## config.mk

```make
export PLATFORM = sky130hd
export DESIGN_NAME = latency_counter
export DESIGN_NICKNAME = d
export VERILOG_FILES = /design/src/rtl/latency_counter.sv
export SDC_FILE = /design/constraint.sdc
export NUM_CORES = 1
export LEC_CHECK = 0
export CORE_MARGIN = 8
export CORE_UTILIZATION = 45
export CTS_BUF_LIST = sky130_fd_sc_hd__clkbuf_8
export CTS_CLUSTER_DIAMETER = 150
export DETAILED_ROUTE_END_ITERATION = 12
export PLACE_DENSITY_LB_ADDON = 0.2
export SLEW_MARGIN = 20
export SYNTH_ARGS = -nofsm -noshare
export SYNTH_HDL_FRONTEND = slang
export SYNTH_SLANG_ARGS = --single-unit
```

## constraint.sdc

```tcl
create_clock -name clock -period 2.6 [get_ports clock]
set_input_delay 0.52 -clock clock [delete_from_list [all_inputs] [get_ports clock]]
set_output_delay 0.52 -clock clock [all_outputs]
set_load 0.01 [all_outputs]
```

## src/rtl/latency_counter.sv

```systemverilog
`timescale 1ns/1ps
`default_nettype none
// ============================================================================
// latency_counter: trigger-to-light latency meter; optional stats: LATENCY_STATS_EN
// Revision: 1.0
// ============================================================================
module latency_counter #(
    parameter logic [31:0] TIMEOUT_CYCLES  = 32'd150_000_000,
    parameter int          SYNC_STAGES     = 2,
    parameter int          DEBOUNCE_CYCLES = 16
) (
    input  logic        clock,
    input  logic        reset_n,
    input  logic        starttrigger,
    input  logic        sensor,
    output logic [31:0] latency,
    output logic        latency_valid,
    output logic        timeout,
    output logic        busy,
    output logic [31:0] lat_min,
    output logic [31:0] lat_max,
    output logic [15:0] lat_count
);
    localparam logic [31:0] PIPE_DELAY = 32'(SYNC_STAGES + DEBOUNCE_CYCLES - 1);
    localparam logic [7:0]  DEB_LAST   = 8'(DEBOUNCE_CYCLES - 1);

    typedef enum logic [1:0] {
        IDLE      = 2'd0,
        COUNTING  = 2'd1,
        WAIT_DARK = 2'd2
    } state_t;

    state_t                 state, state_next;
    logic [SYNC_STAGES-1:0] sync_q;
    logic                   sync_out;
    logic                   deb_level;
    logic                   deb_rise;
    logic [7:0]             deb_run;
    logic [31:0]            count;
    logic [31:0]            measured;
    logic                   meas_done;
    logic                   meas_timeout;

    assign sync_out = sync_q[SYNC_STAGES-1];
    assign busy     = (state != IDLE);
    // Remove synchroniser + debounce delay so the result references the first sync flop.
    assign measured = (count >= PIPE_DELAY) ? (count - PIPE_DELAY) : 32'd0;

    always_ff @(posedge clock or negedge reset_n) begin
        if (!reset_n) begin
            sync_q    <= '0;
            deb_level <= 1'b0;
            deb_run   <= '0;
            deb_rise  <= 1'b0;
        end else begin
            sync_q   <= {sync_q[SYNC_STAGES-2:0], sensor};
            deb_rise <= 1'b0;
            if (sync_out == deb_level) begin
                deb_run <= '0;
            end else if (deb_run == DEB_LAST) begin
                deb_level <= sync_out;
                deb_run   <= '0;
                deb_rise  <= sync_out;
            end else begin
                deb_run <= deb_run + 8'd1;
            end
        end
    end

    always_ff @(posedge clock or negedge reset_n) begin
        if (!reset_n) begin
            state <= WAIT_DARK;
        end else begin
            state <= state_next;
        end
    end

    always_comb begin
        state_next   = state;
        meas_done    = 1'b0;
        meas_timeout = 1'b0;
        case (state)
            IDLE: begin
                if (starttrigger) begin
                    state_next = COUNTING;
                end
            end
            COUNTING: begin
                if (deb_rise) begin
                    meas_done  = 1'b1;
                    state_next = WAIT_DARK;
                end else if (count == TIMEOUT_CYCLES) begin
                    meas_timeout = 1'b1;
                    state_next   = WAIT_DARK;
                end
            end
            WAIT_DARK: begin
                if (!deb_level) begin
                    state_next = IDLE;
                end
            end
            default: state_next = WAIT_DARK;
        endcase
    end

    always_ff @(posedge clock or negedge reset_n) begin
        if (!reset_n) begin
            count         <= '0;
            latency       <= '0;
            latency_valid <= 1'b0;
            timeout       <= 1'b0;
        end else begin
            latency_valid <= meas_done | meas_timeout;
            timeout       <= meas_timeout;
            if (state == IDLE && starttrigger) begin
                count <= '0;
            end else if (state == COUNTING && count != TIMEOUT_CYCLES) begin
                count <= count + 32'd1;
            end
            if (meas_done) begin
                latency <= measured;
            end else if (meas_timeout) begin
                latency <= 32'hFFFF_FFFF;
            end
        end
    end

`ifdef LATENCY_STATS_EN
    always_ff @(posedge clock or negedge reset_n) begin
        if (!reset_n) begin
            lat_min   <= 32'hFFFF_FFFF;
            lat_max   <= '0;
            lat_count <= '0;
        end else if (meas_done) begin
            if (measured < lat_min) begin
                lat_min <= measured;
            end
            if (measured > lat_max) begin
                lat_max <= measured;
            end
            if (lat_count != 16'hFFFF) begin
                lat_count <= lat_count + 16'd1;
            end
        end
    end
`else
    assign lat_min   = '0;
    assign lat_max   = '0;
    assign lat_count = '0;
`endif

endmodule
`default_nettype wire

```

==> results of run 1 <==
[worst max-delay path by stage]
stage	startpoint	end	slack (ns)	cells after the start
after floorplan	count[0]	latency[17]	0.004	10
after global placement	count[19]	latency[30]	0.16	5
after detailed placement	count[19]	latency[30]	0.15	5
after CTS	count[19]	latency[30]	0.13	5
after global routing	count[19]	latency[25]	0.01	6
final	count[19]	latency[30]	0.14	5
[state kept, by name (all words and copies together) (netlist names)]
signal / flops
deb_run: 8
deb_rise: 1
latency_valid: 1
deb_level: 1
sync_q: 2
timeout: 1
count: 32
state: 2
latency: 32
[per-stage QoR]
step	hold WS, ns	setup WS, ns	area (um2)	power, mW
2_1_floorplan	0.2244	0.003571	5470	2.397
3_3_place_gp	0.3349	0.1612	5552	2.706
3_5_place_dp	0.3405	0.1452	5552	2.704
4_1_cts	0.09592	0.1346	5757	3.677
5_1_grt	0.1248	0.01093	5757	3.885
6_report	0.1018	0.1358	5757	3.652
[routing by layer]
metal  track usage [%]  vias up  routed length, um
met3             2.877       23                857
li1                  -     1973                  -
met4             7.825        0                320
met1             20.66     1993               5362
met2             25.85      139               5596
met5                 0        -                  0
[power breakdown]
part / total [mW] / switching, mW / internal, mW
combinational: 1.30 / 0.748 / 0.555
clock: 0.965 / 0.451 / 0.514
sequential: 1.38 / 0.0850 / 1.30
[area by class of cell]
cell class              instances  share of cell area, %
multi-input cells             438                  45.19
inverters                       8                 0.5216
repair buffers                 81                  12.82
flip-flops and latches         80                  34.80
well taps                     143                  3.108
clock buffers                  12                  2.869
clock inverters                 3                 0.6955
[cells by family after synthesis]
family / after synthesis
compound gates: 119
fa+ha+maj: 5
flops: 80
xor+xnor: 32
buf+inv: 133
simple gates: 200
other cells: 1
mux: 2
[synth_stat cells, drive strengths merged (3+ instances only)]
cell type / instances / area [um2]
and2: 7 / 45.05
nand3: 28 / 140.1
nor3: 20 / 100.1
or4: 13 / 103.9
or3: 31 / 198.9
o22a: 3 / 26.28
o31ai: 3 / 22.52
or2: 3 / 18.77
clkbuf: 33 / 147.6
a211oi: 5 / 37.54
nand2b: 3 / 18.77
dfrtp: 79 / 1977
inv: 8 / 30.03
o21ai: 43 / 215.2
nor2: 26 / 97.59
nand2: 23 / 86.33
o221a: 6 / 67.56
ha: 5 / 62.56
xnor2: 20 / 182.7
and3: 6 / 37.54
nor4: 15 / 108.9
a21oi: 30 / 150.1
o211a: 7 / 70.07
o41ai: 4 / 35.03
and4: 5 / 43.79
buf: 91 / 678.1
xor2: 12 / 105.1
nand4: 10 / 62.56
o21a: 12 / 90.09
[worst register-to-register path, delay by kind of cell, from the launching register on]
family	cells	cell delay, ns
and+or+nand+nor	3	1.63
DFF	1	0.38
AOI/OAI and AO/OA	1	0.20
xor gates and xnor gates	1	0.14
==> flow_results.org, run 1 <==
** Global route
- Number of global-route vias before repair :: 3982
- The initial antenna violation count came to 0.
- GRT Residual Overflow :: 0
- Entering global routing, the biggest net connects 47 pins.
- First-pass GRT wire length :: 19510 um
- Global routing consumed, over all layers together, 16.12% of the routing resources.

** Drt
- For this run, design rule violations remaining after detail routing come to 0.
- Total number of vias :: 4128
- Wires add up to 12140 um.
- 1st-pass router iterations :: 4
- After detailed routing, the average wire length per cell comes to 15.86 um.
- Via density per instance :: 5.396
- Remaining antenna violation count after routing :: 0
- Detailed Route Iter0 Violations :: 369

** Setup path
- Max Fanout on Critical Path :: 3
- Cell at the slowest stage of the critical path :: sky130_fd_sc_hd__or4_1
- FF-to-FF End :: latency[30]
- Critical Path End Type :: register
- In this run the critical register-to-register path is launched from count[19].
- For this run, the slowest stage of the critical path takes 0.55 ns.
- In this run the register-to-register setup slack is 0.14 ns.
- Among cell families on the critical path, the largest total delay comes from simple AND/OR/NAND/NOR gates.
- Arrival time worst endpoint :: 2.72 ns
- The signal on the critical path passes through or4_1 > or4_4 > or4b_4 > xnor2_2 > o211a_1.
- Together, buffers and inverters on the worst path number 0.
- Crit start category :: register
- R2R depth :: 5
- Type of the worst setup path :: register to register
- Data on the critical path is required at its endpoint by 2.86 ns.

** Die
- In this run the vertical extent of the chip is 123.2 um.
- The initial utilization of the core area, before any placement, comes to 45.70%.
- The floorplan step defined a core boundary enclosing 11320 um2.
- Die Width :: 123.2 um
- Ports placed on the boundary :: 119
- Die ar. :: 15180 um2
- The floorplan has 39 rows.

** Clock tree
- TritonCTS clock tree :: done
- Number of sinks on the clock net :: 80
- Clock tree synthesis selected as its root buffer the cell sky130_fd_sc_hd__clkbuf_8.
- Number of post-CTS setup repair buffers :: 0
- In this run, post-CTS hold repair placed 0 buffers.
- Post-CTS repair changed the size of 0 cells.
- Clock latency on the worst-skew pair, taken at its later pin, is 0.37 ns.
- Maximum buffer depth of the clock tree :: 2
- Clock buffer count from CTS :: 9
- Clock-pin transition on the worst setup and hold timing paths :: 0.08 ns
- The H-tree generated during clock tree synthesis spans 3 levels.

** Finish
- Antenna Cells :: 0
- The library cell used most frequently in the layout, excluding fill and tap cells, is sky130_fd_sc_hd__conb_1.
- Share of final-layout standard cells stronger than drive strength 1 :: 13.50%
- The top cell types in the final layout, fill and taps aside, are sky130_fd_sc_hd__conb_1, sky130_fd_sc_hd__dfrtp_1, sky130_fd_sc_hd__o21ai_0.
- Final core area utilization :: 50.85%
- The final layout contains 627 nets.
- Area growth, synth to finish :: 11.27%
- The finished layout holds 765 standard cells, fillers aside.
- Fillers :: 1119
- Area of the multi-input gates :: 2601 um2
- Sequential cell area in the final layout :: 2003 um2

** Placement
- Detailed placement finished with a half-perimeter wire length of 9316 um.
- Post-Place Cells :: 750
- Routability-driven placement finished with a final weighted congestion of 0.9213.
- Port buffer count :: 38

** Synthesis
- Synth Area in Compound Gates :: 14.97%
- Summing the areas of all and, or, nand and nor instances in the mapped netlist gives 22.32% of the synthesized area.
- Syn Std Cell Area :: 5174 um2
- Cells after synthesis :: 572
- EDFF count, synth :: 0
- Share of the synthesized netlist area taken by xor and xnor gates :: 5.562%
- Synthesis inferred 80 register bits.
- Each instance of the synthesized netlist takes up on average 9.045 um2.
- After Yosys synthesis, full adders, half adders and majority gates account for 1.209% of the synthesized area.
- Post-synthesis async set-or-reset flop share :: 100.0%
- Sequential area share after synthesis :: 38.72%
- For this run, the leading register cell type out of synthesis is sky130_fd_sc_hd__dfrtp_1.
- After synthesis, the largest family of logic cells by area is simple AND/OR/NAND/NOR gates.
- After synthesis, the share of cell area in mux cells is 0.4111%.
- Total of warnings raised by yosys :: 0
- Number of different library cells in the post-synthesis netlist :: 59

** Hold path
- Worst min-delay path category :: input port to async pin

** Timing
- Total count of max-transition violations in the final report :: 0
- Timing-limited maximum frequency :: 405.8 MHz
- At the pin with the least slew margin, the transition time is 0.6681 ns.
- For the finished layout, the period the worst path requires is 2.464 ns.
- Setup violations remaining at the end of the flow were counted as 0.
- The final count of hold timing violations is 0.
- Clk_skew :: 0.008930 ns
- Unrepaired setup endpoints after global routing :: false
- Adding up every negative setup slack in the final design gives 0 ns.
- In the finished design, the share of the clock period the worst path needs comes to 94.78%.
- Max-slew headroom :: 55.46%

** Power and ir drop
- For this design the static power due to leakage is 2.657 nW.
- Maximum resistive drop on vdd :: 0.0002979 V
- Power spread over the standard cell area amounts to 634.4 nW/um2.

** Run
- Across the run, the number of max-cap violations was 0.

** Run status
- The run finished with clean final reports.
(Power assumes the default switching activity.)
==> run 2, diff against run 1 <==
--- a/config.mk
+++ b/config.mk
@@ -5,8 +5,10 @@
 export SDC_FILE = /design/constraint.sdc
 export NUM_CORES = 1
 export LEC_CHECK = 0
+export CELL_PAD_IN_SITES_DETAIL_PLACEMENT = 1
+export CELL_PAD_IN_SITES_GLOBAL_PLACEMENT = 2
 export CORE_MARGIN = 8
-export CORE_UTILIZATION = 45
+export CORE_UTILIZATION = 28
 export CTS_BUF_LIST = sky130_fd_sc_hd__clkbuf_8
 export CTS_CLUSTER_DIAMETER = 150
 export DETAILED_ROUTE_END_ITERATION = 12
==> run 2 against run 1 <==
Compared with the run above:
- clock power is 5% higher
- die area rose by 52%
- wire length increased by 23%
- design area rose by 2.9%
- via count grew 1.3%
- sequential share of layout area shrank 0.98 points
- combinational power grew 10%
- clock skew increased by 0.0061 ns
- global-route usage shrank 3.1 points
- critical endpoint unchanged
==> flow_results.org, run 2 (synthesis gave the netlist of run 1 again) <==
** Die
- The initial utilization of the core area, before any placement, comes to 28.70%.
- The floorplan step defined a die boundary enclosing 23080 um2.
- Row generation in the floorplan step produced 49 rows.
- The floorplan step defined a core boundary enclosing 18020 um2.
- From left edge to right edge, the die measures 151.9 um.
- Ports placed on the boundary :: 119
- The die is 151.9 um tall.

** Power and ir drop
- Across the VDD grid, the largest voltage drop is 0.0002761 V.
- In this run the static leakage power is 2.688 nW.
- Summed over all nets, the switching power comes to 1.454 mW.
- Combinational cells account for 37.5% of the total power.
- Of the total power, the share spent switching nets is 38.22%.
- Share of total power in sequential cells :: 35.9%
- In this run the power density over the cells is 642.0 nW/um2.
- Internal power summed over all cells :: 2.350 mW
- Per report_power, the clock group accounts for 26.6% of the total.

** Timing
- Setup repair after global routing left no endpoint under its margin.
- Summed over all failing endpoints, the final setup total negative slack is 0 ns.
- Final hold violations :: 0
- Based on the critical path, the design can be clocked at up to 400.2 MHz.
- Part of the cycle the worst path needs :: 96.12%
- Final count of negative-setup-slack endpoints :: 0
- Measured against its own limit, the worst slew margin works out to 47.62%.
- Counting I/O delays and the setup requirement, the final critical path takes 2.499 ns.
- The max-slew violation count was 0.
- At the pin with the least slew margin, the transition time is 0.7856 ns.
- The clock arrives with 0.01505 ns of skew.

** Drt
- WL/cell :: 17.42 um
- Total Wirelength :: 14950 um
- Remaining antenna violation count after routing :: 0
- In this run, the number of DRC markers left after iteration 0 of detailed routing was 135.
- Total number of vias :: 4183
- The first TritonRoute pass finished after 4 iterations.
- Using the TritonRoute via totals, the vias-per-cell ratio works out to 4.875.
- After detailed routing, the number of remaining DRC violations is 0.

** Setup path
- The worst setup path is captured at a register.
- Cells along the critical path :: or4_1 > or4_4 > or4b_4 > xnor2_2 > o211a_1
- Bufs and invs on worst path :: 0
- STA classifies the critical path startpoint as a register.
- Type of the worst setup path :: register to register
- Max Fanout on Critical Path :: 3
- In this design, the stage delay of the slowest critical-path cell is 0.55 ns.
- R2r setup slk :: 0.10 ns
- Cell at the slowest stage of the critical path :: sky130_fd_sc_hd__or4_1
- STA puts the critical path data required time at 2.87 ns.
- Arrival time worst endpoint :: 2.77 ns
- In this design, the largest share of critical-path delay is due to simple AND/OR/NAND/NOR gates.

** Global route
- The first global-routing pass estimated 24680 um of wire.
- For this run, global-route usage on met3 was measured as 2.653%.
- Entering global routing, the biggest net connects 42 pins.
- GRT Residual Overflow :: 0
- Global-route usage over all layers :: 13.07%
- Global routing usage on met2 :: 20.99%
- The initial antenna violation count was 0.
- Met1 Usage GRT :: 16.65%
- Global-route layer with the greatest usage :: met2
- Number of global-route vias before repair :: 4534

** Placement
- Placed cell area :: 5704 um2
- Summed over all nets, the half-perimeter wirelength after detailed placement is 11730 um.
- RD Place Congestion :: 0.8218
- Buffers placed on the I/O ports in this run total 38.

** Clock tree
- Number of post-CTS setup repair buffers :: 0
- Maximum buffer depth of the clock tree :: 2
- Clock tree synthesis found a total of 80 sinks.
- Clock-pin transition on the worst setup and hold timing paths :: 0.10 ns
- H-tree levels :: 3
- In this run, CTS created clock tree buffers numbering 9.
- CTS root buffer :: sky130_fd_sc_hd__clkbuf_8
- TritonCTS built the clock tree.
- Worst-Skew Late Latency :: 0.39 ns

** Run
- Max-capacitance violation count :: 0

** Finish
- Antenna Cells :: 0
- The library cell used most frequently in the layout, excluding fill and tap cells, is sky130_fd_sc_hd__conb_1.
- Largest registers in the final layout :: count (32), latency (32), deb_run (8)
- Most frequent cells in the layout :: sky130_fd_sc_hd__conb_1, sky130_fd_sc_hd__dfrtp_1, sky130_fd_sc_hd__buf_4
- Finished Cell Area :: 5924 um2
- Net count, final :: 633
- In the final layout, the share of cells above drive strength 1 is 14.79%.
- Area growth, synth to finish :: 14.51%

** Run status
- Status :: finished, final reports clean

** Hold path
- Worst min-delay path category :: input port to async pin
==> run 2: cell types whose count changed in the layout (fill, tap and decap cells not counted), moves of 2 or more <==
cell	change
sky130_fd_sc_hd__buf_4	+5
sky130_fd_sc_hd__clkbuf_8	-3
sky130_fd_sc_hd__clkinv_4	+2
sky130_fd_sc_hd__clkinv_2	-2
sky130_fd_sc_hd__inv_6	+3
==> run 2: path summary, 6_finish.rpt <==
kind,cells past startpoint,end,start
min,1,latency[1],reset_n
min reg2reg,0,sync_q[1],sync_q[0]
max in group asynchronous,2,count[22],reset_n
max,5,latency[30],count[19]
min in group clock,0,sync_q[1],sync_q[0]
max reg2reg,5,latency[30],count[19]
==> run 2: what timing repair did <==
item                                    4_1_cts  5_1_grt
endpoints found under the setup margin        0       14
resized for setup                             0        3
hold buffers                                  0        0
==> run 2: area by class of cell <==
| class | instances | area, um2 |
|---|---|---|
| multi-input cells | 438 | 2609 |
| flip-flops and latches | 80 | 2003 |
| repair buffers | 87 | 787.0 |
| fillers | 2120 | 12100 |
| clock buffers | 9 | 123.9 |
| clock inverters | 7 | 85.08 |
| inverters | 8 | 30.03 |
| well taps | 229 | 286.5 |
==> run 2: metal layers <==
metal	up-vias	wire, um	share of wire, %
li1	1990	-	-
met1	2059	7137	48
met2	110	6903	46
met3	24	566	3.8
met4	0	340	2.3
met5	-	0	0
==> run 2: power groups by stage <==
stage | combinational [mW] | clock (mW) | sequential (mW)
after floorplan | 1.04 | 0 | 1.35
after global placement | 1.43 | 0 | 1.39
after detailed placement | 1.42 | 0 | 1.39
after CTS | 1.42 | 1.05 | 1.37
after global routing | 1.60 | 1.10 | 1.38
final | 1.43 | 1.01 | 1.36
==> run 2: stage by stage <==
stage | util, % | total power [mW] | worst slack, ns | instances | hold WS [ns]
2_1_floorplan | - | 2.397 | 0.003571 | 651 | 0.2244
5_1_grt | 32.87 | 4.070 | 0.01510 | 858 | 0.1404
6_report | 32.87 | 3.803 | 0.1010 | 858 | 0.09384
3_5_place_dp | 31.65 | 2.809 | 0.06989 | 842 | 0.3457
3_3_place_gp | 31.65 | 2.817 | 0.1473 | 842 | 0.3345
4_1_cts | 32.81 | 3.842 | 0.03620 | 858 | 0.1100
